### src/rtl/motor_ramp_ctrl.sv
// motor_ramp_ctrl: command front-end for the PWM / H-bridge stage.
//
// Accepts speed/direction/brake commands over a valid/ready handshake and
// produces a ramped duty, the current direction and a brake flag for the PWM
// stage. Duty moves toward the stored target by STEP once every RAMP_DIV
// cycles. A direction reversal first ramps duty down to zero. A brake command
// forces duty to zero and holds off new commands for BRAKE_HOLD cycles.
//
// Ports:
//   clk        in   system clock, rising edge
//   reset      in   synchronous, active-high reset
//   cmd_valid  in   command present
//   cmd_ready  out  command can be accepted this cycle
//   cmd_speed  in   target duty, clamped to PERIOD
//   cmd_dir    in   target direction (1 = clockwise)
//   cmd_brake  in   brake request, overrides speed/dir
//   period     out  constant PWM period
//   dutyCycle  out  current ramped duty
//   direction  out  current direction
//   motorbrake out  brake active
//   busy       out  ramping or reversing
module motor_ramp_ctrl #(
    parameter int unsigned PERIOD     = 100,
    parameter int unsigned RAMP_DIV   = 1000,
    parameter int unsigned STEP       = 1,
    parameter int unsigned BRAKE_HOLD = 50000
) (
    input  logic       clk,
    input  logic       reset,
    input  logic       cmd_valid,
    output logic       cmd_ready,
    input  logic [7:0] cmd_speed,
    input  logic       cmd_dir,
    input  logic       cmd_brake,
    output logic [7:0] period,
    output logic [7:0] dutyCycle,
    output logic       direction,
    output logic       motorbrake,
    output logic       busy
);

    localparam int unsigned PW = (RAMP_DIV > 1) ? $clog2(RAMP_DIV) : 1;
    localparam int unsigned BW = (BRAKE_HOLD > 1) ? $clog2(BRAKE_HOLD) : 1;

    localparam logic [7:0]    PERIOD_B   = 8'(PERIOD);
    localparam logic [7:0]    STEP_B     = 8'(STEP);
    localparam logic [8:0]    STEP_W     = 9'(STEP);
    localparam logic [PW-1:0] PRESC_LAST = PW'(RAMP_DIV - 1);
    localparam logic [BW-1:0] HOLD_LOAD  = BW'(BRAKE_HOLD - 1);

    typedef enum logic [2:0] {
        StIdle,
        StRamp,
        StHold,
        StReverse,
        StBrake
    } state_e;

    state_e        state_q, state_d;
    logic [7:0]    duty_q, duty_d;
    logic          dir_q, dir_d;
    logic          brake_q, brake_d;
    logic [7:0]    tgt_q, tgt_d;
    logic          tgt_dir_q, tgt_dir_d;
    logic [PW-1:0] presc_q, presc_d;
    logic [BW-1:0] bcnt_q, bcnt_d;
    logic          ready_q, ready_d;
    logic          busy_q, busy_d;

    logic       accept;
    logic       tick;
    logic [7:0] cmd_tgt;
    logic [8:0] up_sum;
    logic [8:0] dn_lim;
    logic [7:0] step_up;
    logic [7:0] step_dn;
    logic [7:0] ramp_next;
    logic [7:0] rev_next;

    assign accept  = cmd_valid & ready_q;
    assign tick    = (presc_q == PRESC_LAST);
    assign cmd_tgt = (cmd_speed > PERIOD_B) ? PERIOD_B : cmd_speed;

    // Step arithmetic is done at 9 bits so a large STEP can never wrap duty;
    // every step saturates exactly at the target.
    assign up_sum    = {1'b0, duty_q} + STEP_W;
    assign dn_lim    = {1'b0, tgt_q} + STEP_W;
    assign step_up   = (up_sum >= {1'b0, tgt_q}) ? tgt_q : up_sum[7:0];
    assign step_dn   = ({1'b0, duty_q} >= dn_lim) ? (duty_q - STEP_B) : tgt_q;
    assign ramp_next = (duty_q < tgt_q) ? step_up : step_dn;
    assign rev_next  = ({1'b0, duty_q} > STEP_W) ? (duty_q - STEP_B) : 8'd0;

    always_comb begin
        state_d   = state_q;
        duty_d    = duty_q;
        dir_d     = dir_q;
        brake_d   = brake_q;
        tgt_d     = tgt_q;
        tgt_dir_d = tgt_dir_q;
        presc_d   = presc_q;
        bcnt_d    = bcnt_q;
        ready_d   = 1'b1;

        if (accept) begin
            // A command always wins over a coincident ramp tick.
            presc_d = '0;
            if (cmd_brake) begin
                state_d   = StBrake;
                duty_d    = 8'd0;
                brake_d   = 1'b1;
                bcnt_d    = HOLD_LOAD;
                ready_d   = 1'b0;
                tgt_d     = 8'd0;
                tgt_dir_d = dir_q;
            end else begin
                brake_d   = 1'b0;
                tgt_d     = cmd_tgt;
                tgt_dir_d = cmd_dir;
                if ((cmd_dir != dir_q) && (duty_q != 8'd0)) begin
                    state_d = StReverse;
                end else begin
                    // Only differs from dir_q here when duty is already zero.
                    dir_d = cmd_dir;
                    if (cmd_tgt == duty_q) begin
                        state_d = (cmd_tgt == 8'd0) ? StIdle : StHold;
                    end else begin
                        state_d = StRamp;
                    end
                end
            end
        end else begin
            unique case (state_q)
                StRamp: begin
                    presc_d = tick ? '0 : presc_q + PW'(1);
                    if (tick) begin
                        duty_d = ramp_next;
                        if (ramp_next == tgt_q) begin
                            state_d = (tgt_q == 8'd0) ? StIdle : StHold;
                        end
                    end
                end
                StReverse: begin
                    presc_d = tick ? '0 : presc_q + PW'(1);
                    if (tick) begin
                        duty_d = rev_next;
                        if (rev_next == 8'd0) begin
                            dir_d   = tgt_dir_q;
                            state_d = (tgt_q != 8'd0) ? StRamp : StIdle;
                        end
                    end
                end
                StBrake: begin
                    if (bcnt_q != '0) begin
                        bcnt_d = bcnt_q - BW'(1);
                    end
                    // Ready rises the cycle after the counter has reached zero.
                    ready_d = (bcnt_q == '0);
                end
                StIdle, StHold: begin
                end
            endcase
        end

        busy_d = (state_d == StRamp) || (state_d == StReverse);
    end

    always_ff @(posedge clk) begin
        if (reset) begin
            state_q   <= StIdle;
            duty_q    <= 8'd0;
            dir_q     <= 1'b1;
            brake_q   <= 1'b0;
            tgt_q     <= 8'd0;
            tgt_dir_q <= 1'b1;
            presc_q   <= '0;
            bcnt_q    <= '0;
            ready_q   <= 1'b1;
            busy_q    <= 1'b0;
        end else begin
            state_q   <= state_d;
            duty_q    <= duty_d;
            dir_q     <= dir_d;
            brake_q   <= brake_d;
            tgt_q     <= tgt_d;
            tgt_dir_q <= tgt_dir_d;
            presc_q   <= presc_d;
            bcnt_q    <= bcnt_d;
            ready_q   <= ready_d;
            busy_q    <= busy_d;
        end
    end

    assign period     = PERIOD_B;
    assign dutyCycle  = duty_q;
    assign direction  = dir_q;
    assign motorbrake = brake_q;
    assign busy       = busy_q;
    assign cmd_ready  = ready_q;

endmodule

### config.mk
export PLATFORM = sky130hd
export DESIGN_NAME = motor_ramp_ctrl
export DESIGN_NICKNAME = d
export VERILOG_FILES = /design/src/rtl/motor_ramp_ctrl.sv
export SDC_FILE = /design/constraint.sdc
export NUM_CORES = 1
export LEC_CHECK = 0
export BUFFER_PORTS_ARGS = -buffer_cell sky130_fd_sc_hd__clkbuf_2
export CAP_MARGIN = 10
export CORE_ASPECT_RATIO = 0.8
export CORE_MARGIN = 5
export CORE_UTILIZATION = 50
export DETAILED_ROUTE_END_ITERATION = 6
export PLACE_DENSITY_LB_ADDON = 0.3
export SLEW_MARGIN = 20
export SYNTH_ARGS = -nofsm -noshare
export SYNTH_HDL_FRONTEND = slang
export SYNTH_SLANG_ARGS = --single-unit
### constraint.sdc
create_clock -name clk -period 5.9 [get_ports clk]
set_clock_uncertainty 0.05 [all_clocks]
set_input_delay 0 -clock clk [delete_from_list [all_inputs] [get_ports clk]]
set_output_delay 0 -clock clk [all_outputs]
set_load 0.02 [all_outputs]
# Yosys cells after proc, flatten, opt, wreduce, memory -nomap -nowiden
# Index checks and enable logic that the tools add are counted.
dict set report totals {
  wordCells 94
  mem_bits_rw 0
  in_bits 13
  register_bits 50
  rom_bits 0
  memories 0
  latchBits 0
}
dict set report op_classes {
  bitwise 1
  order_cmp 5
  n_eq_ne 14
  addsub 5
  n_div 0
  shifts 0
  n_reduce_logical 20
  muxes 39
  mul 0
}
# operator count
set op_table {}
lappend op_table {{2-to-1 mux 8 bit} 10}
lappend op_table {{2-to-1 mux 16 bit} 4}
lappend op_table {{zero test 8 bit} 3}
lappend op_table {{adder 8 x 1 -> 9 bit, second input constant} 2}
lappend op_table {{2-to-1 mux 3 bit} 6}
lappend op_table {{equality test 8 bit} 2}
lappend op_table {{zero test 16 bit} 1}
lappend op_table {{case mux 8 bit (2 select lines)} 1}
lappend op_table {{nonzero test 16 bit} 1}
lappend op_table {{nonzero test 8 bit} 2}
lappend op_table {{subtractor 16 x 1 -> 16 bit, second input constant} 1}
lappend op_table {{2-to-1 mux 1 bit} 12}
lappend op_table {{adder 10 x 1 -> 10 bit, second input constant} 1}
lappend op_table {{equality test 10 bit, second input constant} 1}
lappend op_table {{2-to-1 mux 10 bit} 1}
lappend op_table {{nonzero test 2 bit} 5}
lappend op_table {{greater-or-equal comparator 8 x 9 -> 1 bit} 1}
lappend op_table {{greater-or-equal comparator 9 x 8 -> 1 bit} 1}
lappend op_table {{> comparator 8 x 1 -> 1 bit, second input constant} 1}
lappend op_table {{> comparator 8 x 7 -> 1 bit, second input constant} 1}
lappend op_table {{< comparator 8 bit} 1}
lappend op_table {{2-to-1 mux 2 bit} 4}
lappend op_table {{subtractor 8 x 1 -> 8 bit, second input constant} 1}
lappend op_table {{equality test 3 x 1 -> 1 bit, second input constant} 2}
lappend op_table {{other kinds (14)} 19}

# Longest topological paths before layout
dict set report depth {
  depth_word 11
  mapped_depth 15
  depth_no_buf 13
}

# Worst setup path after synthesis
# No wires, ideal clock.
dict set report synth_timing {
  path_kind {reg-to-reg}
  start {register duty_q[1] (netlist: dutyCycle[1])}
  end {register busy_q (netlist: busy)}
  synth_period_minus_slack_ns 3.619
  stages_incl_launch_ff 14
  path_slack_ns 2.281
  t_arrival_ns 3.439
  n_path_buf 0
  cell_sequence {dfxtp_1 -> ha_1 -> and4_1 -> nand2_1 -> xnor2_1 -> ha_1 -> and3_1 -> o21ai_0 -> o311ai_1 -> nor2_2 -> a22oi_1 -> a221o_1 -> a311oi_1 -> a21oi_1}
}
dict set report synth_between {
  elab_chain_len 11
  word_cells_on_any_way 27
}
# item line
set synth_lines {}
lappend synth_lines {{start: declaration} 60} ;# logic [7:0] duty_q, duty_d;
lappend synth_lines {{start signal: assignment} 181} ;# duty_q <= duty_d;
lappend synth_lines {{adder 8 x 1 -> 9 bit} 86} ;# assign up_sum = {1'b0, duty_q} + STEP_W;
lappend synth_lines {{greater-or-equal comparator 9 x 8 -> 1 bit} 88} ;# assign step_up = (up_sum >= {1'b0, tgt_q}) ? tgt_q : up_sum[7:0];
lappend synth_lines {{2-to-1 mux 8 bit} 88}
lappend synth_lines {{2-to-1 mux 8 bit} 90} ;# assign ramp_next = (duty_q < tgt_q) ? step_up : step_dn;
lappend synth_lines {{equality test 8 bit} 137} ;# if (ramp_next == tgt_q) begin
lappend synth_lines {{2-to-1 mux 3 bit} 137}
lappend synth_lines {{2-to-1 mux 3 bit} 135} ;# if (tick) begin
lappend synth_lines {{case mux 3 bit (2 select lines)} 132} ;# unique case (state_q)
lappend synth_lines {{2-to-1 mux 3 bit *} 104} ;# if (accept) begin
lappend synth_lines {{equality test 3 x 1 -> 1 bit or equality test 3 x 2 -> 1 bit (tied branches)} 164} ;# busy_d = (state_d == StRamp) || (state_d == StReverse);
lappend synth_lines {{logical OR 1 bit *} 164}
lappend synth_lines {{end signal: assignment} 189} ;# busy_q <= busy_d;
lappend synth_lines {{end: declaration} 68} ;# logic busy_q, busy_d;
# Mark *: on every way between the ends. The rest lies on a longest branch, timed or not.
# A chain may end at the register's enable or synchronous reset.

# Worst setup path after layout
dict set report layout_timing {
  start {register duty_q[0] (netlist: dutyCycle[0])}
  end {register busy_q (netlist: busy)}
}
# The elaborated chain is that of the path after synthesis.

==> out/summary.txt <==
status = finished, final reports clean
CTS sink cnt = 50
Syn Area/Cell = 7.87 um^2
H-tree Lvls = 2
FF+latch area = 1000 um^2
Post-synth EDFFs = 0
commonest non-fill, non-tap cell in the layout = nor2_1
Seq/Total Area, Yosys = 0.263
gpl congestion = 0.971
DR DRC count = 0
Post-CTS Hold Fix Bufs = 5
hpwl dp = 7630 um
PwrDens = 187 nW/um^2
Area after DPL = 3930 um^2
startpoint types = flip-flop
clock network power share = 0.323
sw frac = 0.298
root buffer cell = clkbuf_8
Int Pwr = 0.538 mW
Initial Util = 0.513
final worst-path cycle share = 0.692
Comb pwr share = 0.194
# diodes = 0
top cell type's share of synthesized area = 0.263
setup TNS = 0 ns
Slew Limit Fails = 0
Iteration-0 DRC Markers = 419
post-CTS setup buffer count = 0
TritonCTS clock tree = done
Final ANT Viol Nets = 0
fraction of power consumed by sequential logic = 0.483
# Max-Cap Violations = 0
Non-Filler Instances = 603
Hold Crit Class = input pin to flip-flop
global-route wire length before repair = 16900 um
Fin. Hold Viols = 0
Mapped Cells = 484
Rel. slew slack = 0.444
PostCTS Resize Cnt = 0
largest area contributor in the synthesized netlist = dfxtp_1
# IOs = 33
global route overflow = 0
Post-Syn Area = 3810 um^2
Yosys reg bits = 50
drt total wl = 9860 um
core area = 7430 um^2
critical path type = flip-flop to flip-flop
DP Worst Slack = 1.92 ns
Filler cells = 713
worst-margin pin slew = 0.832 ns
footprint of the multi-input gates = 2600 um^2
Period minus WS final = 4.08 ns
f_max = 0.245 GHz
DRT Pass-1 Iters = 5
Top FF cell, synth = dfxtp_1
Crit. End Element = flip-flop
ys async rst share = 0
synth unique cells = 66
largest net degree at the start of global routing = 31
Clock Tree Buf Depth = 2
DIE WIDTH = 108 um
sw power = 0.228 mW
final-report setup violation count = 0
latest clock arrival within the worst-skew pair = 0.31 ns
port bufs = 24
Core Rows = 28
unrepaired setup endpoints after global routing = false
drt wl/cell = 16.3 um
Yosys Warn Count = 0
routed vias = 3591
Max FO, Critical Path = 13
cts bufs inserted = 5
Leak = 1.61 nW
Worst IR Drop VDD = 0.000147 V
required time of the critical path = 6.04 ns
Power Total = 0.766 mW
GRT Total Usage = 0.222
most frequent cells in the layout = nor2_1, dfxtp_1, nand2_1
fin nets = 542
antenna violations before repair = 0
vias per cell = 5.96
Final Worst Setup Slack = 1.82 ns
die area = 9480 um^2
via count of the first global-routing pass = 3439
layout cell share with drive strength beyond 1 = 0.0904
placed cell count = 590
Worst-path clk slew = 0.10 ns
Die Y = 88.1 um
area grow syn2layout = 7.45%
Critical Path AT = 4.22 ns
largest cells by area after synthesis = dfxtp_1, ha_1, xnor2_1, nor2_1, nand2_1
post-route design area = 4090 um^2
==> path summary, 6_finish.rpt <==
check	startpoint	slack, ns	depth (start not counted)	endpoint
worst max-delay path	dutyCycle[0]	1.82	13	busy
worst min-delay path	cmd_valid	0.06	4	motorbrake
worst max register to register	dutyCycle[0]	1.82	13	busy
worst min register to register	tgt_dir_q	0.44	2	tgt_dir_q
==> routing by layer <==
layer  global-route usage  up-vias  routed length [um]
li1                     -     1740                   -
met1                0.317     1696                4890
met2                0.344      131                4120
met3               0.0442       24                 718
met4               0.0585        0                 134
met5                    0        -                   0
==> state kept, by name, summed over array words and instances (netlist names), 3 cells and up <==
name / cells
bcnt_q: 16
dutyCycle: 8
state_q: 3
tgt_q: 8
presc_q: 10
==> Yosys cell counts (all sizes together) (9+ instances only) <==
| library cell | number |
|---|---|
| a22oi | 10 |
| ha | 32 |
| nor3 | 12 |
| xnor2 | 33 |
| a21oi | 30 |
| nor2 | 68 |
| inv | 20 |
| dfxtp | 50 |
| nand4 | 9 |
| o21ai | 9 |
| buf | 10 |
| nand3 | 17 |
| clkbuf | 19 |
| nand2 | 44 |
| xor2 | 16 |
==> cells by family after synthesis <==
family,after synthesis,share of synthesized area
AND/OR/NAND/NOR,191,0.241
buffers and inverters,49,0.0601
XOR/XNOR,50,0.119
multiplexers,6,0.0161
AO/OA/AOI/OAI,104,0.195
flip-flops,50,0.263
adder cells (fa/ha/maj),32,0.105
other,2,0.00197
==> power groups by stage <==
stage	combinational [mW]	clock (mW)	sequential, mW
after floorplan	0.116	0	0.373
after global placement	0.140	0	0.376
after detailed placement	0.144	0	0.377
after CTS	0.147	0.251	0.369
after global routing	0.166	0.268	0.372
final	0.148	0.248	0.370
==> worst max-delay path, stage by stage (launching register included) <==
cell      delay, ns
dfxtp_1        0.61
ha_1           0.28
and4_1         0.27
nand2_1        0.08
xnor2_1        0.30
ha_1           0.32
and3_1         0.19
o21ai_0        0.17
o311ai_1       0.23
nor2_2         0.37
a22oi_1        0.19
a221o_1        0.43
a311oi_1       0.35
a21oi_1        0.12
==> per-stage QoR <==
step | utilization | hold WS [ns]
final | 0.551 | 0.0648
after global routing | 0.551 | 0.106
after CTS | 0.551 | 0.0739
after detailed placement | 0.529 | 0.276
after global placement | 0.529 | 0.257
after floorplan | - | 0.0983
==> final cells by class <==
cell class / count / share of cell area
tap: 105 / 0.0321
sequential: 50 / 0.244
timing repair buffer: 29 / 0.0416
multi-input combinational: 391 / 0.636
clock buffer: 5 / 0.0168
clock inverter: 3 / 0.0107
inverter: 20 / 0.0183
Note: power is estimated with default switching activity, not from simulation.
